## src/rtl/dm_cache_tag_ctrl.sv

```systemverilog
// Arbiter and sweep sequencer that owns the single port of a direct-mapped tag store.
// Entries are {valid, dirty, tag}; a sweep clears every entry, and invalidate sweeps also count destroyed dirty lines.
module dm_cache_tag_ctrl #(
  parameter int INDEX_W = 10,
  parameter int TAG_W   = 18
) (
  input  logic               clk,
  input  logic               rst,
  input  logic               ctl_valid,
  input  logic               ctl_we,
  input  logic [INDEX_W-1:0] ctl_index,
  input  logic [TAG_W+1:0]   ctl_wtag,
  output logic               ctl_ready,
  output logic [TAG_W+1:0]   ctl_rtag,
  input  logic               inv_req,
  output logic               inv_busy,
  output logic               inv_done,
  output logic [INDEX_W:0]   dirty_cnt,
  output logic               mem_we,
  output logic [INDEX_W-1:0] mem_index,
  output logic [TAG_W+1:0]   mem_wtag,
  input  logic [TAG_W+1:0]   mem_rtag
);

  localparam int VALID_BIT = TAG_W + 1;
  localparam int DIRTY_BIT = TAG_W;

  typedef enum logic [1:0] {
    ST_INIT  = 2'd0,
    ST_IDLE  = 2'd1,
    ST_SWEEP = 2'd2
  } state_e;

  state_e             state_q, state_d;
  logic [INDEX_W-1:0] ptr_q, ptr_d;
  logic [INDEX_W:0]   dirty_cnt_q, dirty_cnt_d;
  logic               inv_done_q, inv_done_d;
  logic               last_entry;
  logic               rd_dirty_line;

  assign last_entry    = (ptr_q == {INDEX_W{1'b1}});
  assign rd_dirty_line = mem_rtag[VALID_BIT] & mem_rtag[DIRTY_BIT];

  // NOTE: every signal written in always_comb gets a default first, so no latch is inferred.
  always_comb begin
    state_d     = state_q;
    ptr_d       = ptr_q;
    dirty_cnt_d = dirty_cnt_q;
    inv_done_d  = 1'b0;
    case (state_q)
      ST_INIT: begin
        ptr_d = ptr_q + 1'b1;
        if (last_entry) state_d = ST_IDLE;
      end
      ST_IDLE: begin
        if (inv_req) begin
          state_d     = ST_SWEEP;
          ptr_d       = '0;
          dirty_cnt_d = '0;
        end
      end
      ST_SWEEP: begin
        ptr_d = ptr_q + 1'b1;
        // The read is combinational, so the entry is inspected before this cycle's clearing write lands.
        if (rd_dirty_line) dirty_cnt_d = dirty_cnt_q + 1'b1;
        if (last_entry) begin
          state_d    = ST_IDLE;
          inv_done_d = 1'b1;
        end
      end
      default: begin
        state_d = ST_INIT;
        ptr_d   = '0;
      end
    endcase
  end

  // Port mux: the sweep engine owns the store outside IDLE; reset forces the port quiet.
  always_comb begin
    mem_we    = 1'b0;
    mem_index = ptr_q;
    mem_wtag  = '0;
    ctl_ready = 1'b0;
    inv_busy  = 1'b1;
    if (!rst) begin
      case (state_q)
        ST_INIT, ST_SWEEP: mem_we = 1'b1;
        ST_IDLE: begin
          ctl_ready = 1'b1;
          inv_busy  = 1'b0;
          mem_index = ctl_index;
          mem_wtag  = ctl_wtag;
          mem_we    = ctl_valid & ctl_we;
        end
        default: mem_we = 1'b0;
      endcase
    end
  end

  assign ctl_rtag  = mem_rtag;
  assign dirty_cnt = dirty_cnt_q;
  assign inv_done  = inv_done_q;

  // NOTE: non-blocking assignments here so every flop updates from the same pre-edge values.
  always_ff @(posedge clk) begin
    if (rst) begin
      state_q     <= ST_INIT;
      ptr_q       <= '0;
      dirty_cnt_q <= '0;
      inv_done_q  <= 1'b0;
    end else begin
      state_q     <= state_d;
      ptr_q       <= ptr_d;
      dirty_cnt_q <= dirty_cnt_d;
      inv_done_q  <= inv_done_d;
    end
  end

  a_done_in_idle: assert property (@(posedge clk) disable iff (rst)
    inv_done_q |-> (state_q == ST_IDLE));

  a_sweep_ends: assert property (@(posedge clk) disable iff (rst)
    (state_q == ST_SWEEP && last_entry) |=> (inv_done_q && state_q == ST_IDLE));

endmodule

```

## config.mk

```make
export PLATFORM = sky130hd
export DESIGN_NAME = dm_cache_tag_ctrl
export DESIGN_NICKNAME = d
export VERILOG_FILES = /design/src/rtl/dm_cache_tag_ctrl.sv
export SDC_FILE = /design/constraint.sdc
export NUM_CORES = 1
export LEC_CHECK = 0
export ABC_AREA = 1
export CORE_MARGIN = 2
export CORE_UTILIZATION = 35
export CTS_BUF_LIST = sky130_fd_sc_hd__clkbuf_8 sky130_fd_sc_hd__clkbuf_16
export DETAILED_ROUTE_END_ITERATION = 16
export PLACE_DENSITY_LB_ADDON = 0.3
export SETUP_SLACK_MARGIN = 0.1
export SLEW_MARGIN = 20
export SYNTH_ARGS = -nofsm -noshare
export SYNTH_HDL_FRONTEND = slang
export SYNTH_SLANG_ARGS = --single-unit
```

## constraint.sdc

```tcl
create_clock -name clk -period 1.81 [get_ports clk]
set_input_delay 0.362 -clock clk [delete_from_list [all_inputs] [get_ports clk]]
set_output_delay 0.362 -clock clk [all_outputs]
set_load 0.01 [all_outputs]
```

==> results.cfg <==
[status]
outcome = finished, final reports clean

[place]
place_congestion = 0.770
hpwlAfterDp_um = 3690
place.port_buffers = 83
post-place-ws_ns = -0.352
placed_cell_area_um2 = 2570

[routing]
drcViolationCount = 0
vias = 1988
dr.first_iter.drc_count = 103
first_pass_iters = 4
routedWlPerCell_um = 12.0
vias_per_cell = 4.76
antenna_left = 0
drt_wl_total_um = 5040

[hold_path]
hold_end = ptr_q[9]
hp-class = flip-flop to flip-flop
hold_depth = 2
min_from = ptr_q[9]

[grt]
grt_pass1_vias = 1736
antenna_found_initial = 0
grt_first_pass_wirelength_um = 7750
grt-ovfl-total = 0
grt_max_degree = 23
grt_use_total_pct = 17.5

[critical_path]
crit_arrival_ns = 1.39
path_cells = inv_2 -> nand2_4 -> nor2_4 -> buf_6 -> buf_16 -> nand2_2 -> o21ai_1 -> buf_2
regToRegSetupSlack_ns = 0.29
crit_required_ns = 1.45
crit_buf_inv = 4
setup.worst_path.start_class = flip-flop
worst_path_max_delay_cell = dfxtp_2
critPathKind = flip-flop to output pin
cp-end-kind = output pin
cp_max_fo = 5
critical_path.top_delay_family = buffers and inverters
r2r_start = state_q[1]
r2r_end = dirty_cnt[3]
reg2regPathDepth = 10
max_stage_delay_ns = 0.33
crit_start = state_q[1]

[logic_synthesis]
ys_ff_latch = 24
synthesis.area_um2 = 1700
yosysUniqueCellTypes = 25
synth_nets = 337
avgSynthCellArea_um2 = 6.06
ys_warn_count = 0
synth_cells = 280
synth-seq-area-share_pct = 28.3

[timing]
hold_viol = 0
max_clock_freq_mhz = 571
rsz0062_at_grt = true
slew_headroom_pct = 82.7
drv_slew = 0
timing.final.crit_period_ns = 1.75
worst_slack_ns = 0.0577
setup_viol_count_final = 0
finClkSkew_ns = 0.00171
period_share_pct = 96.8
worst_slew_pin_slew_ns = 0.259

[final_layout]
fill_cells = 467
final_cell_mix = nand2_1, clkdlybuf4s50_1, nor2_1, inv_1, buf_2
multi_input_area_um2 = 958
layout-drive-gt1-share_pct = 25.0
fin_util_pct = 56.7
area_delta_synth_final_pct = 56.9
num-nets-final = 422
seqCellArea_um2 = 483
antenna_cells = 0
design_area_um2 = 2660
final_common_cell = nand2_1

[job]
cap_viol_max_count = 0

[cts]
cts-htree-levels = 1
ctsHoldBuffers = 0
clk_latency_ns = 0.27
clkTransAtPathRegs_ns = 0.09
numCtsBuffers = 3
tritoncts = yes
clock_sinks = 24
cts_root_buffer = clkbuf_8
cts_buffer_depth = 2

[power]
p_per_area_nw_per_um2 = 442
p_leak_uw = 0.00120
p_total_uw = 1180
peakVddDrop_uv = 221

[floorplanning]
io_pins = 120
die_y_um = 73.6
num_rows = 25
initial_core_util_pct = 36.2
die_area_um2 = 5420
die_x_um = 73.6
core_area_um2 = 4690
## Yosys cell counts, drive strengths merged
cell type / number / area (um2)
buf: 26 / 188
nand3: 15 / 80.1
nand3b: 1 / 7.51
nand4: 8 / 56.3
o21bai: 1 / 7.51
a21oi: 20 / 100
dfxtp: 24 / 480
nand2: 83 / 319
nor3b: 1 / 12.5
inv: 33 / 124
clkbuf: 1 / 3.75
nor3: 2 / 10.0
ha: 2 / 25.0
nor2: 47 / 199
o21ai: 16 / 83.8
## worst max path at each step
stage | cells after the start | endpoint
6_report | 8 | mem_index[7]
5_1_grt | 8 | mem_index[4]
4_1_cts | 8 | mem_index[4]
3_5_place_dp | 6 | mem_index[8]
3_3_place_gp | 7 | mem_index[1]
2_1_floorplan | 5 | mem_index[1]
## stage by stage
stage | setup TNS, ns | std cells | hold slack [ns]
2_1_floorplan | 0 | 280 | 0.466
3_3_place_gp | -9.66 | 407 | 0.488
3_5_place_dp | -9.76 | 407 | 0.496
4_1_cts | 0 | 417 | 0.510
5_1_grt | -0.00333 | 418 | 0.539
6_report | 0 | 418 | 0.513
## layout make-up
| cell class | instances | area share [%] |
|---|---|---|
| multi-input cells | 196 | 36.0 |
| clock inverters | 1 | 1.13 |
| clock buffers | 3 | 1.55 |
| flip-flops and latches | 24 | 18.1 |
| well taps | 54 | 2.54 |
| repair buffers | 107 | 36.0 |
| inverters | 33 | 4.65 |
## tightest hold or removal path: cells and delay by family (launching register included)
family | cells | cell delay (ns)
AO/OA/AOI/OAI | 1 | 0.05
flip-flops | 1 | 0.35
AND/OR/NAND/NOR | 1 | 0.07
## sequential cells by signal, indices dropped and copies added (netlist names)
name,cells
state_q,2
inv_done,1
ptr_q,10
dirty_cnt,11
## per-layer routing
layer | wire length [um] | GRT usage (%) | vias to the layer above
li1 | - | - | 1032
met1 | 2140 | 22.8 | 902
met2 | 2550 | 29.8 | 48
met3 | 299 | 3.57 | 6
met4 | 41 | 3.84 | 0
met5 | 0 | 0 | -
## power breakdown
| group | leakage, uW | total (uW) | internal, uW | switching (uW) |
|---|---|---|---|---|
| clock network | 0.0000357 | 481 | 296 | 185 |
| registers | 0.000195 | 539 | 533 | 5.66 |
| logic | 0.000973 | 157 | 101 | 56.4 |
## cell families (layout without fill, tap and decap cells)
| family | after synthesis | after routing | share of synthesized area [%] |
|---|---|---|---|
| compound gates | 37 | 37 | 11.3 |
| fa+ha+maj | 2 | 2 | 1.47 |
| buf+inv | 60 | 144 | 18.6 |
| flops | 24 | 24 | 28.3 |
| simple gates | 157 | 157 | 40.3 |
## timing repair
item / in CTS / in global routing
pin swaps: 1 / 4
setup endpoints to repair: 35 / 33
setup buffers: 4 / 1
cloned: 2 / 1
gates resized for setup: 123 / 43
Note: power is estimated with default switching activity, not from simulation.
==> RTL edit 1: new RTL, same flow settings <==
Set the parameter `TAG_W` to 36 (it was 18).
--- a/src/rtl/dm_cache_tag_ctrl.sv
+++ b/src/rtl/dm_cache_tag_ctrl.sv
@@ -3,5 +3,5 @@
 module dm_cache_tag_ctrl #(
   parameter int INDEX_W = 10,
-  parameter int TAG_W   = 18
+  parameter int TAG_W   = 36
 ) (
   input  logic               clk,
Interface: changed (resized ctl_rtag, ctl_wtag, mem_rtag and mem_wtag); port bits go from 120 to 192. The function was not compared with the original's and may differ.
==> RTL edit 1 against the original RTL <==
- the run now ends with setup timing left
- sequential cell count unchanged
- design area up 24%
- hold slack worse by 0.0080 ns
- clock skew up 0.0050 ns
- area after synthesis up 17%
- power down 9.9%
- routed wire length up 27%
- worst setup slack worse by 0.093 ns
- critical path type unchanged
==> RTL edit 1: results (changes against the original RTL) <==
| Metric | Value |
|---|---|
| Failing checks | `setup timing` |
| VDD IR-drop max | `238 uV (was 221 uV)` |
| Non-Filler Instances | `518 (was 418)` |
| Post-synthesis adder-cell area fraction | `0.0126 (was 0.0147)` |
| Register area share after synthesis | `0.243 (was 0.283)` |
| Run status | `finished with violations (was finished clean)` |
| Worst Path Arrival | `1.48 ns (was 1.39 ns)` |
| Vias in the first global route | `2287 (was 1736)` |
| Pleak | `1.50 nW (was 1.20 nW)` |
| Port Buffers | `119 (was 83)` |
| DP Cell Count | `488 (was 407)` |
| Synth area leaders | `dfxtp_1 (24%), nand2_1 (18%), buf_4 (16%), nor2_1 (11%), a21oi_1 (5.6%) (was dfxtp_1 (28%), nand2_1 (18%), buf_4 (9.3%), nor2_1 (9.3%), inv_1 (6.6%))` |
| Post-Place Setup Slack | `-0.133 ns (was -0.352 ns)` |
| Synth Area per Inst | `5.89 sq um (was 6.06 sq um)` |
| Worst-path fanout max | `8 (was 5)` |
| Metal-1 WL | `2.49 mm (was 2.14 mm)` |
| First-pass GRT wire length | `10.4 mm (was 7.75 mm)` |
| Routability cong. | `0.802 (was 0.770)` |
| Pint | `0.808 mW (was 0.930 mW)` |
| Commonest cells in the netlist | `nand2_1 (97), nor2_1 (58), buf_4 (42) (was nand2_1 (80), nor2_1 (42), inv_1 (30))` |
| Setup WS post-layout | `-0.0351 ns (was 0.0577 ns)` |
| Via density | `4.67 (was 4.76)` |
| Met2 Use GR | `0.380 (was 0.298)` |
| Setup Skew | `0.00676 ns (was 0.00171 ns)` |
| Slew @ Worst Pin | `0.380 ns (was 0.259 ns)` |
| Post-synth cell types | `24 (was 25)` |
| Setup tns final | `-0.177 ns (was 0 ns)` |
| GR Util met3 | `0.0307 (was 0.0357)` |
| First DRT Iteration DRCs | `142 (was 103)` |
| Syn Nets | `429 (was 337)` |
| Met2 Wirelength | `3.28 mm (was 2.55 mm)` |
| GRT Total Usage | `0.204 (was 0.175)` |
| Final setup fails | `14 (was 0)` |
| Fin nets | `541 (was 422)` |
RTL edit 1: worst paths after layout:
| check | start | endpoint | slack (ns) |
|---|---|---|---|
| setup / recovery | state_q[0]$_SDFFE_PP0P_ | mem_wtag[3] | -0.04 |
| hold / removal | ptr_q[9]$_SDFFE_PP0P_ | ptr_q[9]$_SDFFE_PP0P_ | 0.50 |
| setup reg to reg | state_q[0]$_SDFFE_PP0P_ | ptr_q[5]$_SDFFE_PP0P_ | 0.29 |
| hold reg to reg | ptr_q[9]$_SDFFE_PP0P_ | ptr_q[9]$_SDFFE_PP0P_ | 0.50 |
RTL edit 1: cell type report:
cell class,count,area [sq um]
multi-input cells,231,1140
flip-flops and latches,24,487
repair buffers,156,1420
inverters,32,120
well taps,72,90.1
clock buffers,3,41.3
fillers,539,2180
RTL edit 1: power groups by stage:
stage	Sequential, mW	Clock [mW]	Combinational [mW]
4_1_cts	0.538	0.326	0.192
2_1_floorplan	0.551	0	0.129
3_5_place_dp	0.551	0	0.197
3_3_place_gp	0.551	0	0.195
6_report	0.537	0.325	0.199
5_1_grt	0.538	0.348	0.215
RTL edit 1: worst max-delay path, stage by stage, from the launching register on:
cell and delay, ns:
dfxtp_2 0.36, inv_2 0.05, nor2_4 0.17, buf_6 0.14
buf_16 0.11, buf_6 0.10, nand2_2 0.04, nor2_2 0.09
buf_2 0.15
RTL edit 1: kinds of logic (layout without fill, tap and decap cells):
logic type / count (synthesis) / count (layout)
AO/OA/AOI/OAI: 39 / 39
adder cells (fa/ha/maj): 2 / 2
buffers and inverters: 81 / 191
flip-flops: 24 / 24
AND/OR/NAND/NOR: 190 / 190
RTL edit 1: timing repair:
item,CTS,global route
endpoints found under the setup margin,53,51
pin swaps,8,16
cloned,5,0
hold endpoints to repair,0,0
gates resized for setup,231,35
hold buffers,0,0
buffers inserted,18,4
==> RTL edit 2: new RTL, same settings <==
Made on the original files. Encoding of `state_e`: now one-hot (3 bits for 3 states).
--- a/src/rtl/dm_cache_tag_ctrl.sv
+++ b/src/rtl/dm_cache_tag_ctrl.sv
@@ -26,8 +26,8 @@
   localparam int DIRTY_BIT = TAG_W;
 
-  typedef enum logic [1:0] {
-    ST_INIT  = 2'd0,
-    ST_IDLE  = 2'd1,
-    ST_SWEEP = 2'd2
+  typedef enum logic [2:0] {
+    ST_INIT  = 3'b001,
+    ST_IDLE  = 3'b010,
+    ST_SWEEP = 3'b100
   } state_e;
 
Behaviour: same outputs for any inputs over 10 cycles, from zero or initial values and one cycle with rst high; not proved beyond that.
==> RTL edit 2 against the original RTL <==
- the flow now finishes with violations (setup timing)
- synthesized cell count grew 6.1%
- worst setup slack lost 0.17 ns
- design area grew 3.1%
- routed wire length rose by 1.7%
- clock skew is 0.00090 ns lower
- area after synthesis increased by 4.1%
- sequential cell count up 1
- largest cell class unchanged
- highest routed layer unchanged
Power is not compared: it rests on default switching activity, and its combinational part moved more than twofold at a synthesized area within 25%.
==> RTL edit 2: results (changes against the original RTL) <==
| Metric | Value |
|---|---|
| Run status | `finished with violations (was finished clean)` |
| Failing checks | `setup timing` |
| Setup WS post-layout | `-0.112 ns (was 0.0577 ns)` |
| Commonest cells in the netlist | `nand2_1 (62), nor2_1 (54), inv_1 (52) (was nand2_1 (80), nor2_1 (42), inv_1 (30))` |
| Final setup fails | `15 (was 0)` |
| Worst-path fanout max | `7 (was 5)` |
| Setup tns final | `-1.16 ns (was 0 ns)` |
| Fillers | `491 (was 467)` |
| Routability cong. | `0.817 (was 0.770)` |
| Hold path start | `ptr_q[4]$_SDFFE_PP0P_ (was ptr_q[9]$_SDFFE_PP0P_)` |
| Post-Place Setup Slack | `-0.476 ns (was -0.352 ns)` |
| Vias in the first global route | `1859 (was 1736)` |
| Register area share after synthesis | `0.283 (about the same)` |
| GR Util met3 | `0.0241 (was 0.0357)` |
| GRT Total Usage | `0.176 (was 0.175)` |
| R2r worst-path depth | `11 (was 10)` |
| Final hold slack | `0.487 ns (was 0.513 ns)` |
| Detailed placer's ending HPWL | `3.87 mm (was 3.69 mm)` |
| Via density | `4.61 (was 4.76)` |
| Syn Nets | `354 (was 337)` |
| Met1 GRT Util | `0.208 (was 0.228)` |
| WHS Endpoint | `ptr_q[4]$_SDFFE_PP0P_ (was ptr_q[9]$_SDFFE_PP0P_)` |
| Largest net degree at the start of global routing | `19 (was 23)` |
| Met2 Use GR | `0.316 (was 0.298)` |
| RR Endpoint | `state_q[2]$_SDFFE_PP0P_ (was dirty_cnt[3]$_SDFFE_PP0P_)` |
| Setup Skew | `0.000818 ns (was 0.00171 ns)` |
| First-pass GRT wire length | `7.80 mm (was 7.75 mm)` |
| Met2 Wirelength | `2.43 mm (was 2.55 mm)` |
| Metal-1 WL | `2.19 mm (was 2.14 mm)` |
| Post-synth cell types | `23 (was 25)` |
| Final wirelength | `5.12 mm (was 5.04 mm)` |
| Synth area leaders | `dfxtp_1 (28%), nand2_1 (13%), nor2_1 (11%), inv_1 (11%), buf_4 (8.9%) (was dfxtp_1 (28%), nand2_1 (18%), buf_4 (9.3%), nor2_1 (9.3%), inv_1 (6.6%))` |
## RTL edit 2: cell count changes after synthesis, sizes merged, moves of 2 or more
cell and delta:
inv +22, nand2 -15, nor2 +11, a21oi -9
nand3 +7, nand4 -5, nor3 +5, a31oi +2
## RTL edit 2: layout make-up
cell class / count / area share
clock buffer: 3 / 0.0150
clock inverter: 1 / 0.00137
inverter: 55 / 0.0761
multi-input combinational: 191 / 0.347
sequential: 25 / 0.183
tap: 67 / 0.0305
timing repair buffer: 106 / 0.347
## RTL edit 2: per-stage QoR
step	std cells	total power, mW
after floorplan	297	1.02
after global placement	436	1.31
after detailed placement	436	1.32
after CTS	444	1.62
after global routing	448	1.73
final	448	1.63
## RTL edit 2: worst max-delay path by stage
| stage | slack, ns | start | end |
|---|---|---|---|
| finish | -0.11 | state_q[1]$_SDFFE_PP0P_ | mem_wtag[18] |
| global route | -0.19 | state_q[1]$_SDFFE_PP0P_ | mem_wtag[18] |
| CTS | -0.17 | state_q[1]$_SDFFE_PP0P_ | mem_wtag[6] |
| detailed placement | -0.48 | rst | mem_index[1] |
| global placement | -0.39 | rst | mem_index[9] |
| floorplan | 0.29 | state_q[1]$_SDFFE_PP0P_ | mem_wtag[10] |
## RTL edit 2: timing repair
item	in CTS	in global routing
setup endpoints to repair	35	35
gates cloned	2	0
pin swaps	4	4
gates resized for setup	150	31
buffers inserted	2	4
## RTL edit 2: cells by family (layout without fill, tap and decap cells)
| logic type | after synthesis | count (layout) | share of synthesized area |
|---|---|---|---|
| AOI/OAI and AO/OA | 30 | 30 | 0.0900 |
| buffers and inverters | 81 | 165 | 0.224 |
| adders and majority gates | 2 | 2 | 0.0142 |
| and+or+nand+nor | 158 | 158 | 0.383 |
| xor gates and xnor gates | 1 | 1 | 0.00496 |
| DFF | 25 | 25 | 0.283 |
